`config.mk`:
```
export PLATFORM = sky130hd
export DESIGN_NAME = fetch_ctrl
export DESIGN_NICKNAME = d
export VERILOG_FILES = /design/src/rtl/fetch_ctrl.sv
export SDC_FILE = /design/constraint.sdc
export NUM_CORES = 1
export LEC_CHECK = 0
export CORE_ASPECT_RATIO = 0.5
export CORE_MARGIN = 4
export CORE_UTILIZATION = 30
export CTS_CLUSTER_SIZE = 24
export DETAILED_ROUTE_END_ITERATION = 8
export SLEW_MARGIN = 10
export SYNTH_ARGS = -nofsm -noshare
export SYNTH_HDL_FRONTEND = slang
export SYNTH_SLANG_ARGS = --single-unit
```
`constraint.sdc`:
```
create_clock -name clk_i -period 4.2 [get_ports clk_i]
set_input_delay 0.63 -clock clk_i [delete_from_list [all_inputs] [get_ports clk_i]]
set_output_delay 0.63 -clock clk_i [all_outputs]
set_load 0.02 [all_outputs]
```
`src/rtl/fetch_ctrl.sv`:
```
// Instruction fetch controller: issues one memory request at a time and
// buffers returned instruction words with their PCs in a small FIFO toward decode.
module fetch_ctrl #(
  parameter int unsigned BUF_DEPTH = 2
) (
  input  logic        clk_i,
  input  logic        rst_n_i,
  input  logic        en_i,
  input  logic        flush_i,
  input  logic [31:0] pc_i,
  output logic        incr_pc_o,
  output logic        req_valid_o,
  output logic [31:0] req_addr_o,
  input  logic        req_ready_i,
  input  logic        rsp_valid_i,
  input  logic [31:0] rsp_data_i,
  output logic        instr_valid_o,
  output logic [31:0] instr_o,
  output logic [31:0] instr_pc_o,
  input  logic        instr_ready_i
);

  localparam int unsigned PW = (BUF_DEPTH > 1) ? $clog2(BUF_DEPTH) : 1;
  localparam int unsigned CW = $clog2(BUF_DEPTH) + 1;
  localparam logic [CW-1:0] DEPTH_C = CW'(BUF_DEPTH);

  typedef enum logic [1:0] {
    IDLE = 2'd0,
    REQ  = 2'd1,
    WAIT = 2'd2
  } state_e;

  state_e        state_q, state_d;
  logic [CW-1:0] count_q, count_d;
  logic [PW-1:0] wptr_q, wptr_d;
  logic [PW-1:0] rptr_q, rptr_d;
  logic          drop_q, drop_d;
  logic [31:0]   pend_pc_q, pend_pc_d;

  logic [31:0]   buf_instr_q [BUF_DEPTH];
  logic [31:0]   buf_pc_q    [BUF_DEPTH];

  logic          handshake;
  logic          push;
  logic          pop;

  always_comb begin
    handshake = (state_q == REQ) && req_ready_i;
    push      = (state_q == WAIT) && rsp_valid_i && !drop_q && !flush_i;
    pop       = (count_q != '0) && instr_ready_i && !flush_i;

    count_d   = count_q;
    wptr_d    = wptr_q;
    rptr_d    = rptr_q;
    drop_d    = drop_q;
    pend_pc_d = pend_pc_q;
    state_d   = state_q;

    if (flush_i) begin
      count_d = '0;
      wptr_d  = '0;
      rptr_d  = '0;
    end else begin
      if (push) wptr_d = wptr_q + PW'(1);
      if (pop)  rptr_d = rptr_q + PW'(1);
      count_d = count_q + CW'(push) - CW'(pop);
    end

    // A response arriving in WAIT always clears drop, even alongside a flush:
    // the flush already discards that response, so nothing is left to drop.
    if ((state_q == WAIT) && rsp_valid_i) begin
      drop_d = 1'b0;
    end else if (flush_i && (state_q != IDLE)) begin
      drop_d = 1'b1;
    end

    if (handshake) pend_pc_d = pc_i;

    case (state_q)
      IDLE: begin
        if (en_i && (count_q < DEPTH_C)) state_d = REQ;
      end
      REQ: begin
        if (req_ready_i) state_d = WAIT;
      end
      WAIT: begin
        if (rsp_valid_i) begin
          state_d = (en_i && (count_d < DEPTH_C)) ? REQ : IDLE;
        end
      end
      default: state_d = IDLE;
    endcase
  end

  always_ff @(posedge clk_i or negedge rst_n_i) begin
    if (!rst_n_i) begin
      state_q   <= IDLE;
      count_q   <= '0;
      wptr_q    <= '0;
      rptr_q    <= '0;
      drop_q    <= 1'b0;
      pend_pc_q <= '0;
    end else begin
      state_q   <= state_d;
      count_q   <= count_d;
      wptr_q    <= wptr_d;
      rptr_q    <= rptr_d;
      drop_q    <= drop_d;
      pend_pc_q <= pend_pc_d;
    end
  end

  always_ff @(posedge clk_i) begin
    if (push) begin
      buf_instr_q[wptr_q] <= rsp_data_i;
      buf_pc_q[wptr_q]    <= pend_pc_q;
    end
  end

  assign incr_pc_o     = handshake;
  assign req_valid_o   = (state_q == REQ);
  assign req_addr_o    = pc_i;
  assign instr_valid_o = (count_q != '0);
  // Head is gated by valid so the outputs read zero out of reset.
  assign instr_o       = instr_valid_o ? buf_instr_q[rptr_q] : '0;
  assign instr_pc_o    = instr_valid_o ? buf_pc_q[rptr_q]    : '0;

endmodule
```
-- Word-level counts from Yosys, hierarchy flattened
Memories as Yosys holds them, arrays and structs flattened.
Cells that the tools add are included.
- add/subtract/negate cells: 4
- magnitude comparators: 2
- eq/ne operators: 5
- multiplexer cells: 16
- reduce and logical (&&, ||, !) cells: 18
- operators with widths (cell ; count):
    $mux W32 ; 2
    $reduce_bool A2 Y1 ; 5
    $logic_and A1 B1 Y1 ; 9
    $mux W1 ; 9
    $mux W2 ; 4
    $pmux W2 S3 ; 1
    $lt A2 B2 Y1 const B ; 2
    $ne A2 B2 Y1 const B ; 2
    $reduce_and A3 Y1 ; 1
    $add A1 B1 Y1 const B ; 2
    $add A2 B1 Y2 ; 1
    $eq A2 B1 Y1 const B ; 1
    $eq A2 B2 Y1 const B ; 1
    $logic_not A1 Y1 ; 2
    $logic_not A2 Y1 ; 1
    $ne A2 B1 Y1 const B ; 1
    $sub A2 B1 Y2 ; 1
- register bits after elaboration: 39
- RAM bits: 128
- input port bits: 71
- output and inout port bits: 99
- memories: 2
- memories (name ; words ; width ; read ports ; clocked after Yosys merged registers in ; wr ports ; line ; RTL):
    buf_instr_q ; 2 ; 32 ; 1 ; 0 ; 1 ; 40 ; logic [31:0] buf_instr_q [BUF_DEPTH];
    buf_pc_q ; 2 ; 32 ; 1 ; 0 ; 1 ; 41 ; logic [31:0] buf_pc_q [BUF_DEPTH];

-- Logic depth before layout (Yosys ltp)
- depth in word-level cells: 12
- depth in mapped cells: 8
- mapped depth without buffers: 8

-- Least setup slack after synthesis
Ideal clock, no wire load.
- kind: input port to flip-flop
- start: input port flush_i
- end: memory buf_instr_q[0][0], enable pin
- setup time: 435 ps
- arrival: 2848 ps
- data required time: 3765 ps
- setup slack: 917 ps
- stages: 2
- path buffers: 0
- cell sequence: or4b_4 > nor2_2
- word-level cells in the longest chain between the ends: 4
- ends and longest elaborated chain (item ; line ; RTL):
    start, declared ; 9 ; input logic flush_i,
    $logic_not A1 Y1 ; 49 ; push = (state_q == WAIT) && rsp_valid_i && !drop_q && !flush_i;
    $logic_and A1 B1 Y1 ; 49 ;
    $mux W1 ; 114 ; if (push) begin
    $mux W1 (implied by the code) ; 115 ; buf_instr_q[wptr_q] <= rsp_data_i;
    end, declared ; 40 ;
No other way between the ends.

-- Worst setup path in the final report
- start: register rptr_q
- end: output port instr_o[14]
- word-level cells in the longest chain between the ends: 2
- ends and longest elaborated chain (item ; line ; RTL):
    start, declared ; 36 ; logic [PW-1:0] rptr_q, rptr_d;
    start signal, assigned ; 107 ; rptr_q <= rptr_d;
    $mem_v2 Z2 W32 ; -- ;
    $mux W32 ; 125 ; assign instr_o = instr_valid_o ? buf_instr_q[rptr_q] : '0;
    end, declared ; 18 ; output logic [31:0] instr_o,
No other way between the ends.

==> flow_summary.rst <==
.. list-table::
   :header-rows: 1

   * - Metric
     - Value
   * - Max Clock Freq
     - 313 MHz
   * - Worst Setup Path Type
     - reg -> out
   * - Slew at the pin closest to its max-slew limit
     - 0.963 ns
   * - Layout Skew
     - 0.0115 ns
   * - Fraction of the yosys area taken by sequential cells
     - 72.5%
   * - Number of warnings issued by yosys
     - 0
   * - Portion of total power attributed to combinational logic
     - 16.2%
   * - Number of nets at the end of the flow
     - 628
   * - Final Worst Setup Slack
     - 1.00 ns
   * - Worst path slowest cell
     - sky130_fd_sc_hd__dfrtp_4
   * - GRT Resource Usage Total
     - 11.1%
   * - Setup crit start kind
     - flip-flop
   * - Required time of the worst setup path
     - 3.57 ns
   * - Maximum VDD drop
     - 229 µV
   * - Number of flops mapped to enable cells by yosys
     - 128
   * - Count of cell types in the netlist
     - 26
   * - Maximum number of pins on one net before global-route repair
     - 50
   * - Antenna violations before repair
     - 0
   * - Internal power of the cells
     - 3270 µW
   * - Global-route wire length before repair
     - 21.0 mm
   * - Antenna diodes
     - 0
   * - CTS tree
     - yes
   * - Sink count of the clock tree
     - 167
   * - Slew HR
     - 35.8%
   * - Leak Pwr
     - 0.00304 µW
   * - Worst reg2reg startpoint
     - state_q[0]
   * - Fin. max-slew vios
     - 0
   * - Die width
     - 219 µm
   * - Cells on worst reg2reg path
     - 4
   * - Max-cap check violation count
     - 0
   * - FF-to-FF setup slack
     - 1.91 ns
   * - Destination of the critical timing path
     - instr_o[14]
   * - I/O pin count
     - 170
   * - Levels on crit path
     - 4
   * - Vertical die dimension
     - 113 µm
   * - Share of the core filled with cells
     - 41.6%
   * - Summed instance area of the synthesized netlist
     - 6650 µm²
   * - Synthesized netlist cell count
     - 411
   * - Synthesized net count
     - 484
   * - Initial Utilization
     - 30.6%
   * - Port Buffer Count
     - 169
   * - Buffer count from post-CTS setup fixing
     - 0
   * - Core area
     - 21700 µm²
   * - Ordered cell list for the critical path
     - buf_12, mux2i_1, nor2_1, clkdlybuf4s50_1
   * - Setup violations, final
     - 0
   * - Final Hold Violating Endpoints
     - 0
   * - Dpl hpwl
     - 9.06 mm
   * - Largest delay share family, worst path
     - buffers and inverters
   * - Power share of the clock group
     - 33.8%
   * - Setup slack at placement
     - 1.19 ns
   * - Ratio of cells with drive above 1 in the final layout
     - 13.9%
   * - Total power divided by cell area
     - 491 nW/µm²
   * - Post-route setup TNS
     - 0 ns
   * - Routability congestion estimate from global placement
     - 0.749
   * - Share of flip-flops with an asynchronous set or reset after synthesis
     - 23.4%
   * - Root buf cell
     - sky130_fd_sc_hd__clkbuf_16
   * - Ys flop type
     - sky130_fd_sc_hd__edfxtp_1
   * - Most frequent cells in the layout
     - sky130_fd_sc_hd__clkdlybuf4s50_1 (168), sky130_fd_sc_hd__edfxtp_1 (128), sky130_fd_sc_hd__nor2_1 (71)
   * - Worst Setup End Kind
     - output pin
   * - Fraction of power spent switching nets
     - 26.2%
   * - Cts bufs inserted
     - 17
   * - Aggregate global routing overflow
     - 0
   * - Status
     - complete, no violations
   * - Clk pin slew, worst setup/hold paths
     - 0.07 ns
   * - Total power of the final layout
     - 4440 µW
   * - Arrival time at the worst endpoint
     - 2.57 ns
   * - Longest individual stage delay on the worst path
     - 0.92 ns
   * - Synthesized area per cell
     - 16.2 µm²
   * - Routed WL
     - 13.5 mm
   * - Power dissipated by switching net loads
     - 1160 µW
   * - DRC violation count after routing
     - 0
   * - Initial drt markers
     - 205
   * - Relative contribution of sequential cells to total power
     - 50.1%
   * - Area delta synth->final
     - 35.9%
   * - Top fanout value on the critical path
     - 40
   * - Vias/cell
     - 4.11
   * - Site row count
     - 38
   * - Clock period minus worst slack
     - 3.20 ns
   * - Unrepaired setup endpoints after global routing
     - no
   * - Number of buffers inserted by hold repair at cts
     - 0
   * - Bufs and invs on worst path
     - 2
   * - Yosys reg bits
     - 167
   * - Vias after detailed routing
     - 3566
   * - Number of gates given a new drive strength after cts
     - 0
   * - Path type of the worst min-delay path
     - in -> async
   * - Capturing point of the worst reg2reg path
     - buf_pc_q[0][11]
   * - 1st-pass router iterations
     - 4
   * - Launch point of the worst path
     - rptr_q
   * - Mean routed wirelength per cell
     - 15.6 µm
   * - Most common library cell in the layout ignoring fill and taps
     - sky130_fd_sc_hd__clkdlybuf4s50_1
   * - DIE AREA
     - 24800 µm²
   * - Number of global-route vias before repair
     - 3779
   * - CTS Buffer Depth
     - 2
   * - Period utilization
     - 76.2%
   * - Antenna Nets Post-Route
     - 0
   * - Count of H-tree levels built during CTS
     - 4
   * - Latest clock arrival within the worst-skew pair
     - 0.42 ns
-- power groups by stage --
stage	logic (µW)	clock network, µW	registers, µW
finish	717	1500	2220
CTS	736	1540	2220
detailed placement	733	0	2260
global route	779	1620	2250
global placement	723	0	2240
floorplan	493	0	2210
-- synthesized netlist by cell type, types with 3 or more instances --
library cell / count / area, µm²
sky130_fd_sc_hd__buf_1: 5 / 18.8
sky130_fd_sc_hd__buf_2: 3 / 15.0
sky130_fd_sc_hd__buf_4: 37 / 278
sky130_fd_sc_hd__buf_6: 3 / 33.8
sky130_fd_sc_hd__dfrtp_1: 39 / 976
sky130_fd_sc_hd__edfxtp_1: 128 / 3840
sky130_fd_sc_hd__inv_1: 4 / 15.0
sky130_fd_sc_hd__mux2_2: 32 / 360
sky130_fd_sc_hd__mux2i_1: 64 / 641
sky130_fd_sc_hd__nor2_1: 72 / 270
sky130_fd_sc_hd__o21ai_0: 3 / 15.0
-- kinds of logic (layout without fill, tap and decap cells) --
family                     count (synthesis)  in the layout  share of synthesized area, %
DFF                                      167            167                          72.5
adders and majority gates                  2              2                         0.376
xor gates and xnor gates                   4              4                         0.527
AOI/OAI and AO/OA                          5              5                         0.489
muxes                                     96             96                          15.0
buffers and inverters                     53            210                          5.47
and+or+nand+nor                           84             84                          5.62
-- worst min path at each step --
stage                        from              end  slack (ns)  depth (start not counted)
detailed placement  pend_pc_q[29]  buf_pc_q[0][29]        0.45                          0
finish                    rst_n_i     pend_pc_q[4]        0.35                          1
global placement    pend_pc_q[21]  buf_pc_q[1][21]        0.44                          0
CTS                       rst_n_i     pend_pc_q[5]        0.40                          1
global route              rst_n_i     pend_pc_q[4]        0.44                          1
floorplan                 rst_n_i       count_q[0]        0.33                          0
-- sequential cells by signal, indices dropped and copies added, names as in the netlist --
signal	flops
buf_instr_q	64
buf_pc_q	64
count_q	2
drop_q	1
pend_pc_q	32
rptr_q	1
state_q	2
wptr_q	1
-- area by class of cell --
| type | instances | area [µm²] |
|---|---|---|
| tap | 300 | 375 |
| inverter | 4 | 15.0 |
| sequential | 167 | 4820 |
| multi-input combinational | 191 | 1490 |
| timing repair buffer | 174 | 1760 |
| clock buffer | 17 | 425 |
| fill | 1987 | 12700 |
| clock inverter | 15 | 154 |
-- stage by stage --
| stage | std cells | cell area, µm² | hold slack [ns] |
|---|---|---|---|
| 6_report | 868 | 9040 | 0.351 |
| 5_1_grt | 868 | 9040 | 0.437 |
| 4_1_cts | 868 | 9040 | 0.399 |
| 3_5_place_dp | 836 | 8460 | 0.449 |
| 3_3_place_gp | 836 | 8460 | 0.442 |
| 2_1_floorplan | 411 | 6650 | 0.334 |
-- routing by layer --
metal  routed length, µm  global-route usage [%]
met2                7670                    21.1
met3                 274                    2.01
met1                5370                    12.3
met5                   0                       0
met4                 201                    4.29
No activity file was read; power rests on OpenSTA's default activity.
